===== src/rtl/gpu_pkg.sv =====
// Shared types for the frame scheduler.
// - state_e : scheduler FSM states
// - voxel_t : packed voxel record {x, y, z, id}, x in the MSBs (default widths)
package gpu_pkg;

  localparam int unsigned CoordBits   = 8;
  localparam int unsigned PaletteBits = 8;

  typedef enum logic [3:0] {
    StIdle,
    StFetch,
    StLoad,
    StRaster,
    StRasterWait,
    StShade,
    StShadeWait,
    StReadout,
    StDone
  } state_e;

  typedef struct packed {
    logic [CoordBits-1:0]   x;
    logic [CoordBits-1:0]   y;
    logic [CoordBits-1:0]   z;
    logic [PaletteBits-1:0] id;
  } voxel_t;

endpackage


===== src/rtl/frame_scheduler_if.sv =====
// Bus bundle between the frame scheduler and its memories.
// - voxel memory read port: voxel_addr, voxel_rd (out), voxel_rdata (in, 1-cycle latency)
// - pixel stream to framebuffer: pix_out, pix_valid (out), pix_ready (in)
// master = scheduler side, slave = memory / framebuffer side.
interface frame_scheduler_if #(
  parameter int unsigned ADDR_BITS    = 10,
  parameter int unsigned COORD_BITS   = 8,
  parameter int unsigned PALETTE_BITS = 8,
  parameter int unsigned PIXEL_BITS   = 8
) ();

  logic [ADDR_BITS-1:0]                   voxel_addr;
  logic                                   voxel_rd;
  logic [3*COORD_BITS+PALETTE_BITS-1:0]   voxel_rdata;
  logic [PIXEL_BITS-1:0]                  pix_out;
  logic                                   pix_valid;
  logic                                   pix_ready;

  modport master (
    output voxel_addr, voxel_rd, pix_out, pix_valid,
    input  voxel_rdata, pix_ready
  );

  modport slave (
    input  voxel_addr, voxel_rd, pix_out, pix_valid,
    output voxel_rdata, pix_ready
  );

endinterface


===== src/rtl/scan_counter.sv =====
// Row-major raster counter for pixel readout.
// - clear_i : synchronous return to (0,0)
// - en_i    : advance one position; col wraps to 0 and row advances at COLS-1
// - row_o/col_o : current position
// - last_o  : position is (ROWS-1, COLS-1)
module scan_counter #(
  parameter int unsigned ROWS     = 4,
  parameter int unsigned COLS     = 4,
  parameter int unsigned ROW_BITS = 8,
  parameter int unsigned COL_BITS = 8
) (
  input  logic                clk_i,
  input  logic                rst_ni,
  input  logic                clear_i,
  input  logic                en_i,
  output logic [ROW_BITS-1:0] row_o,
  output logic [COL_BITS-1:0] col_o,
  output logic                last_o
);

  logic [ROW_BITS-1:0] row_q, row_d;
  logic [COL_BITS-1:0] col_q, col_d;
  logic                row_last, col_last;

  assign row_last = (row_q == ROW_BITS'(ROWS - 1));
  assign col_last = (col_q == COL_BITS'(COLS - 1));

  always_comb begin
    row_d = row_q;
    col_d = col_q;
    if (clear_i) begin
      row_d = '0;
      col_d = '0;
    end else if (en_i) begin
      if (col_last) begin
        col_d = '0;
        row_d = row_last ? '0 : row_q + ROW_BITS'(1);
      end else begin
        col_d = col_q + COL_BITS'(1);
      end
    end
  end

  always_ff @(posedge clk_i or negedge rst_ni) begin
    if (!rst_ni) begin
      row_q <= '0;
      col_q <= '0;
    end else begin
      row_q <= row_d;
      col_q <= col_d;
    end
  end

  assign row_o  = row_q;
  assign col_o  = col_q;
  assign last_o = row_last & col_last;

endmodule


===== src/rtl/frame_scheduler.sv =====
// Frame scheduler: fetches voxel_count voxels, broadcasts each to the shader array
// with a rasterize command, then issues one shade command and streams the ROWS x COLS
// pixel array out row-major through a valid/ready handshake.
// Ports:
// - clock, resetn       : clock and asynchronous active-low reset
// - start, voxel_count  : frame request (honoured only in IDLE)
// - busy, frame_done    : status; frame_done pulses for the DONE cycle
// - bus (master)        : voxel memory read port and pixel output stream
// - voxel_x/y/z/id      : voxel broadcast, held from LOAD to the next LOAD
// - do_rasterize/do_shade, all_rasterized/all_shaded : shader commands and completion
// - row, col, pixel_in  : readout select and shared shader pixel bus
module frame_scheduler
  import gpu_pkg::*;
#(
  parameter int unsigned ROWS         = 4,
  parameter int unsigned COLS         = 4,
  parameter int unsigned ROW_BITS     = 8,
  parameter int unsigned COL_BITS     = 8,
  parameter int unsigned COORD_BITS   = 8,
  parameter int unsigned PALETTE_BITS = 8,
  parameter int unsigned PIXEL_BITS   = 8,
  parameter int unsigned ADDR_BITS    = 10
) (
  input  logic                    clock,
  input  logic                    resetn,
  input  logic                    start,
  input  logic [ADDR_BITS:0]      voxel_count,
  output logic                    busy,
  output logic                    frame_done,
  frame_scheduler_if.master       bus,
  output logic [COORD_BITS-1:0]   voxel_x,
  output logic [COORD_BITS-1:0]   voxel_y,
  output logic [COORD_BITS-1:0]   voxel_z,
  output logic [PALETTE_BITS-1:0] voxel_id,
  output logic                    do_rasterize,
  output logic                    do_shade,
  input  logic                    all_rasterized,
  input  logic                    all_shaded,
  output logic [ROW_BITS-1:0]     row,
  output logic [COL_BITS-1:0]     col,
  input  logic [PIXEL_BITS-1:0]   pixel_in
);

  localparam int unsigned VoxW = 3 * COORD_BITS + PALETTE_BITS;

  state_e                state_q, state_d;
  // One bit wider than the address so a full 2^ADDR_BITS frame terminates cleanly.
  logic [ADDR_BITS:0]    index_q, index_d;
  logic [ADDR_BITS:0]    count_q, count_d;
  logic [VoxW-1:0]       voxel_q, voxel_d;
  logic                  busy_q, busy_d;
  logic                  done_q, done_d;
  logic                  rd_q, rd_d;
  logic                  rast_q, rast_d;
  logic                  shade_q, shade_d;
  logic                  pix_valid_q, pix_valid_d;
  logic                  pix_hs;
  logic                  scan_last;

  assign pix_hs = pix_valid_q & bus.pix_ready;

  scan_counter #(
    .ROWS     (ROWS),
    .COLS     (COLS),
    .ROW_BITS (ROW_BITS),
    .COL_BITS (COL_BITS)
  ) u_scan (
    .clk_i   (clock),
    .rst_ni  (resetn),
    .clear_i (state_q != StReadout),
    .en_i    (pix_hs),
    .row_o   (row),
    .col_o   (col),
    .last_o  (scan_last)
  );

  always_comb begin
    state_d = state_q;
    index_d = index_q;
    count_d = count_q;
    voxel_d = voxel_q;
    unique case (state_q)
      StIdle: begin
        if (start) begin
          count_d = voxel_count;
          index_d = '0;
          state_d = (voxel_count != '0) ? StFetch : StShade;
        end
      end
      StFetch:  state_d = StLoad;
      StLoad: begin
        voxel_d = bus.voxel_rdata;
        state_d = StRaster;
      end
      StRaster: state_d = StRasterWait;
      StRasterWait: begin
        if (all_rasterized) begin
          index_d = index_q + (ADDR_BITS + 1)'(1);
          state_d = (index_d == count_q) ? StShade : StFetch;
        end
      end
      StShade:     state_d = StShadeWait;
      StShadeWait: if (all_shaded) state_d = StReadout;
      StReadout:   if (pix_hs && scan_last) state_d = StDone;
      StDone:      state_d = StIdle;
      default:     state_d = StIdle;
    endcase

    // Strobes are registered from the next state so they are high exactly in their state.
    busy_d      = (state_d != StIdle);
    done_d      = (state_d == StDone);
    rd_d        = (state_d == StFetch);
    rast_d      = (state_d == StRaster);
    shade_d     = (state_d == StShade);
    pix_valid_d = (state_d == StReadout);
  end

  always_ff @(posedge clock or negedge resetn) begin
    if (!resetn) begin
      state_q     <= StIdle;
      index_q     <= '0;
      count_q     <= '0;
      voxel_q     <= '0;
      busy_q      <= 1'b0;
      done_q      <= 1'b0;
      rd_q        <= 1'b0;
      rast_q      <= 1'b0;
      shade_q     <= 1'b0;
      pix_valid_q <= 1'b0;
    end else begin
      state_q     <= state_d;
      index_q     <= index_d;
      count_q     <= count_d;
      voxel_q     <= voxel_d;
      busy_q      <= busy_d;
      done_q      <= done_d;
      rd_q        <= rd_d;
      rast_q      <= rast_d;
      shade_q     <= shade_d;
      pix_valid_q <= pix_valid_d;
    end
  end

  assign busy           = busy_q;
  assign frame_done     = done_q;
  assign do_rasterize   = rast_q;
  assign do_shade       = shade_q;
  assign bus.voxel_rd   = rd_q;
  assign bus.voxel_addr = index_q[ADDR_BITS-1:0];
  assign bus.pix_valid  = pix_valid_q;
  assign bus.pix_out    = pix_valid_q ? pixel_in : '0;

  assign voxel_x  = voxel_q[VoxW-1 -: COORD_BITS];
  assign voxel_y  = voxel_q[VoxW-COORD_BITS-1 -: COORD_BITS];
  assign voxel_z  = voxel_q[VoxW-2*COORD_BITS-1 -: COORD_BITS];
  assign voxel_id = voxel_q[PALETTE_BITS-1:0];

endmodule


===== src/flat_wrapper.sv =====
// flat-port wrapper written by rule: the top's interface ports become plain ports
module frame_scheduler_flat import gpu_pkg::*;
#(
  parameter int unsigned ROWS         = 4,
  parameter int unsigned COLS         = 4,
  parameter int unsigned ROW_BITS     = 8,
  parameter int unsigned COL_BITS     = 8,
  parameter int unsigned COORD_BITS   = 8,
  parameter int unsigned PALETTE_BITS = 8,
  parameter int unsigned PIXEL_BITS   = 8,
  parameter int unsigned ADDR_BITS    = 10
)
  (clock, resetn, start, voxel_count, busy, frame_done, voxel_x, voxel_y, voxel_z, voxel_id, do_rasterize, do_shade, all_rasterized, all_shaded, row, col, pixel_in, bus_voxel_addr, bus_voxel_rd, bus_pix_out, bus_pix_valid, bus_voxel_rdata, bus_pix_ready);
  frame_scheduler_if #(.ADDR_BITS(ADDR_BITS), .COORD_BITS(COORD_BITS), .PALETTE_BITS(PALETTE_BITS), .PIXEL_BITS(PIXEL_BITS)) bus_i ();
  input  logic clock;
  input  logic resetn;
  input  logic start;
  input  logic [ADDR_BITS:0] voxel_count;
  output logic busy;
  output logic frame_done;
  output logic [COORD_BITS-1:0] voxel_x;
  output logic [COORD_BITS-1:0] voxel_y;
  output logic [COORD_BITS-1:0] voxel_z;
  output logic [PALETTE_BITS-1:0] voxel_id;
  output logic do_rasterize;
  output logic do_shade;
  input  logic all_rasterized;
  input  logic all_shaded;
  output logic [ROW_BITS-1:0] row;
  output logic [COL_BITS-1:0] col;
  input  logic [PIXEL_BITS-1:0] pixel_in;
  output wire logic [$bits(bus_i.voxel_addr)-1:0] bus_voxel_addr;
  output wire logic [$bits(bus_i.voxel_rd)-1:0] bus_voxel_rd;
  output wire logic [$bits(bus_i.pix_out)-1:0] bus_pix_out;
  output wire logic [$bits(bus_i.pix_valid)-1:0] bus_pix_valid;
  input wire logic [$bits(bus_i.voxel_rdata)-1:0] bus_voxel_rdata;
  input wire logic [$bits(bus_i.pix_ready)-1:0] bus_pix_ready;
  assign bus_voxel_addr = bus_i.voxel_addr;
  assign bus_voxel_rd = bus_i.voxel_rd;
  assign bus_pix_out = bus_i.pix_out;
  assign bus_pix_valid = bus_i.pix_valid;
  assign bus_i.voxel_rdata = bus_voxel_rdata;
  assign bus_i.pix_ready = bus_pix_ready;
  frame_scheduler #(.ROWS(ROWS), .COLS(COLS), .ROW_BITS(ROW_BITS), .COL_BITS(COL_BITS), .COORD_BITS(COORD_BITS), .PALETTE_BITS(PALETTE_BITS), .PIXEL_BITS(PIXEL_BITS), .ADDR_BITS(ADDR_BITS)) u_core (.clock(clock), .resetn(resetn), .start(start), .voxel_count(voxel_count), .busy(busy), .frame_done(frame_done), .bus(bus_i), .voxel_x(voxel_x), .voxel_y(voxel_y), .voxel_z(voxel_z), .voxel_id(voxel_id), .do_rasterize(do_rasterize), .do_shade(do_shade), .all_rasterized(all_rasterized), .all_shaded(all_shaded), .row(row), .col(col), .pixel_in(pixel_in));
endmodule

===== config.mk =====
export PLATFORM = sky130hd
export DESIGN_NAME = frame_scheduler_flat
export DESIGN_NICKNAME = d
export VERILOG_FILES = /design/src/rtl/gpu_pkg.sv /design/src/rtl/frame_scheduler_if.sv /design/src/rtl/scan_counter.sv /design/src/rtl/frame_scheduler.sv /design/src/flat_wrapper.sv
export SDC_FILE = /design/constraint.sdc
export NUM_CORES = 1
export LEC_CHECK = 0
export ABC_AREA = 1
export CAP_MARGIN = 20
export CORE_MARGIN = 8
export CORE_UTILIZATION = 47
export DETAILED_ROUTE_END_ITERATION = 12
export PLACE_DENSITY = 0.86
export SYNTH_ARGS = -nofsm -noshare
export SYNTH_HDL_FRONTEND = slang
export SYNTH_HIERARCHICAL = 1
export SYNTH_SLANG_ARGS = --single-unit

===== constraint.sdc =====
create_clock -name clock -period 2.2 [get_ports clock]
set_clock_uncertainty 0.05 [all_clocks]
set_input_delay 0.44 -clock clock [delete_from_list [all_inputs] [get_ports clock]]
set_output_delay 0.44 -clock clock [all_outputs]
set_load 0.01 [all_outputs]

# Yosys cells after proc, flatten, opt, wreduce, memory -nomap -nowiden
# Cells that the tools add are included.
[totals]
regBits = 80
input_bits = 57
output_inout_bits = 72
[op_classes]
n_addsub = 3
n_eq_ne = 18
muxes = 18
n_bitwise = 2
reduce_logical = 10
[ops]
columns = ["op", "count"]
rows = [
  ["$mux W8", 8],
  ["$pmux W4 S8", 1],
  ["$eq A4 B3 Y1 const B", 6],
  ["$mux W11", 2],
  ["$pmux W11 S2", 1],
  ["$add A8 B1 Y8 const B", 2],
  ["$eq A8 B2 Y1 const B", 2],
  ["$mux W4", 4],
  ["$eq A4 B2 Y1 const B", 3],
  ["$add A11 B1 Y11 const B", 1],
  ["$eq A11 B11 Y1", 1],
  ["$reduce_bool A11 Y1", 1],
  ["$eq A4 B1 Y1 const B", 2],
  ["$mux W3", 2],
  ["$reduce_bool A2 Y1", 3],
  ["$eq A4 B4 Y1 const B", 1],
  ["$logic_not A4 Y1", 1],
  ["$ne A2 B2 Y1 const B", 2],
  ["$ne A4 B3 Y1 const B", 1],
  ["$reduce_and A2 Y1", 2],
  ["$reduce_bool A4 Y1", 1],
  ["$reduce_and A3 Y1", 1],
  ["$and A1 B1 Y1", 2],
  ["$logic_and A1 B1 Y1", 1],
]

# Depth between registers and ports, before layout
[depth]
ltp_word = 6
mapped_depth = 15

# Hierarchy
# Netlist, hierarchy kept.
[by_module_without_submodules]
columns = ["module", "n_inst", "cells_each", "area_each_um2"]
rows = [
  ["frame_scheduler", 1, 386, 3084.2],
  ["scan_counter", 1, 138, 1042.2],
]

# Least setup slack after synthesis
# Ideal clock, no wire load.
[synth_timing]
kind = "flip-flop to flip-flop"
from = "reg u_core.u_scan.col_q[0], in the netlist u_core/u_scan/col_o[0]"
to = "reg u_core.rd_q, in the netlist u_core/bus.voxel_rd"
setup_ns = 0.072
arrival_time_ns = 1.678
path_slack_ns = 0.400
path_stages_with_launch = 12
path_buffers = 0
synth_period_minus_slack_ns = 1.800
cell_sequence = "dfrtp_1 -> ha_1 -> nand2_1 -> nor2_2 -> nand2_2 -> nor2_1 -> nand2_1 -> nor2_1 -> nor3_1 -> a311oi_2 -> nand3_1 -> nor2_1"
[synth_via]
elab_chain_cells = 6
[synth_lines]
columns = ["element", "line_no", "source"]
rows = [
  ["from (decl)", "scan_counter.sv:22", "logic [COL_BITS-1:0] col_q, col_d;"],
  ["from (signal assigned)", "scan_counter.sv:50", "col_q <= col_d;"],
  ["$eq A8 B2 Y1", "scan_counter.sv:26", "assign col_last = (col_q == COL_BITS'(COLS - 1));"],
  ["$and A1 B1 Y1", "scan_counter.sv:56", "assign last_o = row_last & col_last;"],
  ["named net u_core.scan_last", "frame_scheduler.sv:58", "logic scan_last;"],
  ["$logic_and A1 B1 Y1", "frame_scheduler.sv:104", "StReadout: if (pix_hs && scan_last) state_d = StDone;"],
  ["$mux W4", "frame_scheduler.sv:104", ""],
  ["$pmux W4 S8", "frame_scheduler.sv:82", "unique case (state_q)"],
  ["$eq A4 B1 Y1", "frame_scheduler.sv:112", "rd_d = (state_d == StFetch);"],
  ["named net u_core.rd_d", "frame_scheduler.sv:53", "logic rd_q, rd_d;"],
  ["to (signal assigned)", "frame_scheduler.sv:137", "rd_q <= rd_d;"],
  ["to (decl)", "frame_scheduler.sv:53", ""],
]
# The timed path passes the listed nets, and every way through them passes these cells.
# A chain may end at the register's enable or synchronous reset.

# Final worst setup path
[layout_timing]
from = "in pixel_in[5]"
to = "out bus_pix_out[5]"
[layout_via]
elab_chain_cells = 1
[layout_lines]
columns = ["element", "line_no", "source"]
rows = [
  ["from (decl)", "flat_wrapper.sv:31", "input logic [PIXEL_BITS-1:0] pixel_in;"],
  ["$mux W8", "frame_scheduler.sv:151", "assign bus.pix_out = pix_valid_q ? pixel_in : '0;"],
  ["to (decl)", "flat_wrapper.sv:34", "output wire logic [$bits(bus_i.pix_out)-1:0] bus_pix_out;"],
]
# No other way between the ends.

==> summary.md <==
| Metric | Value |
|---|---|
| Status | `finished, final reports clean` |
| MaxCap Viol Count | `0` |
| CP Launch Type | `primary input` |
| Fmax | `approximately 480 MHz` |
| HP Start | `u_core/voxel_q[12]$_DFFE_PN0P_` |
| Dpl ws | `between 0.09 and 0.1 ns` |
| Clk sink count | `80` |
| Peak supply drop | `around 0.38 mV` |
| Fin worst setup slack | `0.135 ns` |
| CTS Buffer Depth | `2` |
| Die area | `12000 µm²` |
| Fin Setup TNS | `0 ns` |
| Max Transition Viols Final | `0` |
| Most common cell in the netlist | `nand2_1` |
| DRT Pass-1 Iters | `4` |
| Critical Path End Type | `output port` |
| Initial Util | `a little under half` |
| Via Count | `3910` |
| Chip Height | `110 µm` |
| Worst-path maximum fanout | `1` |
| Routed len/inst | `about 15 µm` |
| CTS buffer count | `9` |
| Initial antenna violation count | `0` |
| CTS tree | `built` |
| Mean cell area of the mapped netlist | `slightly below 8 µm²` |
| Top cells by area, synth | `dfrtp_1 49%, nand2_1 18%, inv_1 4.7%, nand3_1 4.5%, nor2_1 3.3%` |
| Worst-Margin Slew | `between 0.4 and 0.5 ns` |
| Post-synth ARST share | `100%` |
| Hold Path End | `u_core/voxel_q[12]$_DFFE_PN0P_` |
| Area growth, synth to finish | `40.2%` |
| DR iter-0 viols | `between 100 and 150` |
| EDFF count, synth | `0` |
| DP HPWL | `8750 µm` |
| Syn. warnings | `6` |
| Final Hold Viols | `0` |
| Lkg Pwr | `roughly 2.8 nW` |
| Minimum clock period after layout | `2.06 ns` |
| Layout cell share with drive strength beyond 1 | `12.5%` |
| Most frequent cells after synthesis | `194 x nand2_1, 80 x dfrtp_1, 52 x inv_1` |
| Reg-to-reg startpoint | `u_core/u_scan/row_o[0]$_DFFE_PN0P_` |
| First-pass GRT wire length | `roughly 19000 µm` |
| Cell count after synthesis | `about 520` |
| Final net count | `just over 700` |
| Post-route ant nets | `0` |
| GR Overflow Total | `0` |
| Layout Cells excl Fill | `770` |
| Total routed wirelength | `~11000 µm` |
| Antenna cells | `0` |
| Reg-to-reg slack, setup | `roughly 0.17 ns` |
| WP data required | `~1.7 ns` |
| Tcrit/Tclk final | `a little over nine tenths` |
| Worst r2r dst | `u_core/do_shade$_DFF_PN0_` |
| Clk slew on worst S/H paths | `0.08 ns` |
| Post-synthesis sequential area ratio | `between 40% and 50%` |
| R2r worst-path depth | `11` |
| Setup-failing EPs final | `0` |
| Clk_lat worst skew | `0.35 ns` |
| Max H-tree Level | `3` |
| Yosys reg bits | `80` |
| PortBufs | `around 130` |
| Routed vias/inst | `between 5 and 6` |
| Die extent in x | `roughly 110 µm` |
| Cell Pwr Density | `633 nW/µm²` |
| Synth Net Count | `about 600` |
| Ys flop type | `dfrtp_1` |
| GRT Util Overall | `19.8%` |
| Vias in the first global route | `~4k` |
| Worst Hold Depth | `2` |
| Placer Congestion | `between 0.8 and 0.9` |
| Worst EP arrival | `1.57 ns` |
| Post-synth top area share | `roughly half` |
| Largest net degree at the start of global routing | `34` |
| Placed insts | `roughly 750` |
| Drt drc | `0` |
| FP Rows | `34` |
| Slew HR | `70.3%` |
| # IOs | `129` |
| Post-Syn Area | `just over 4000 µm²` |
| HP Class | `reg2reg` |
| CORE AREA | `~8600 µm²` |
| RSZ-0062 raised after global routing | `no` |
| Setup CP Type | `in2out` |
| CTS root buf | `clkbuf_8` |
| Yosys top cell by area | `dfrtp_1` |
| Post-synthesis cell type count | `35` |
how the worst max path moves through the flow:
stage                     slack (ns)  depth (start not counted)                       endpoint                          startpoint
after detailed placement         0.1                          4                 bus_pix_out[0]                         pixel_in[0]
after global routing           0.008                         11  u_core/bus.voxel_rd$_DFF_PN0_  u_core/u_scan/row_o[0]$_DFFE_PN0P_
after floorplan                 0.40                         11  u_core/bus.voxel_rd$_DFF_PN0_  u_core/u_scan/col_o[0]$_DFFE_PN0P_
final                           0.14                          4                 bus_pix_out[5]                         pixel_in[5]
after global placement           0.1                          4                 bus_pix_out[0]                         pixel_in[0]
after CTS                       0.05                          3                 bus_pix_out[0]      u_core/bus.pix_valid$_DFF_PN0_
cells by family (layout without fill, tap and decap cells):
kind of cell	Yosys count	count (layout)	synth area share (%)
fa+ha+maj	4	4	1.21
compound gates	38	38	6.09
mux	1	1	0.273
simple gates	309	309	32.4
buf+inv	82	220	9.01
xor+xnor	10	10	2.46
flops	80	80	48.5
placed cells by master, fill, tap and decap left out, types with 3 or more instances in the layout:
master             n
a21oi_1            6
buf_4             15
bufinv_16          3
clkbuf_8          10
clkdlybuf4s50_1  127
dfrtp_1           78
ha_1               3
inv_1             52
inv_2              8
nand2_1          194
nand2_2           15
nand3_1           37
nand4_1            7
nor2_1            36
nor2_2             4
nor2_4             4
nor3_1             4
o21ai_0           12
o21ai_2            8
o22ai_1            7
xor2_1             7
area by class of cell:
cell class | instances | area (µm²)
fillers | 671 | 2850
flip-flops and latches | 80 | 2000
multi-input cells | 362 | 1760
repair buffers | 144 | 1410
inverters | 60 | 225
clock buffers | 10 | 138
well taps | 108 | 135
clock inverters | 6 | 115
stage by stage:
stage	instance area, µm²	util, %	total power [W]	hold WS [ns]
after floorplan	4130	-	0.00196	0.0944
after global placement	5490	63.6	0.00231	0.357
after detailed placement	5490	63.6	0.00233	0.368
after CTS	5750	66.6	0.00367	0.438
after global routing	5790	67.0	0.00383	0.459
final	5790	67.0	0.00367	0.435
state kept, by name, indices dropped and copies added, names as in the netlist, 4 cells and up:
register,count
u_core/index_q,11
u_core/u_scan/col_o,8
u_core/voxel_q,32
u_core/count_q,11
u_core/u_scan/row_o,8
u_core/state_q,4
metal layers:
layer	global-route usage, %	share of wire [%]	vias up
met1	22.6	38	1840
met2	31.9	48	166
met3	9.03	12	15
li1	-	-	1889
met4	7.91	1.4	0
met5	0	0	-
critical path, cell delays in order:
cell and delay, ns:
clkdlybuf4s50_1 0.46, nand2_1 0.05, inv_1 0.08, clkdlybuf4s50_1 0.54
power breakdown:
group	total, W	internal, W	leakage [nW]	switching, W
clock network	0.00134	0.000791	0.123	0.000546
logic	0.000691	0.000359	1.84	0.000332
registers	0.00164	0.00154	0.838	0.0000978
timing repair:
item / CTS / global route
hold endpoints to repair: 30 / 0
gates resized for setup: 0 / 3
setup buffers: 0 / 4
hold buffers: 1 / 0
endpoints found under the setup margin: 0 / 3
No activity file was read; power rests on OpenSTA's default activity.
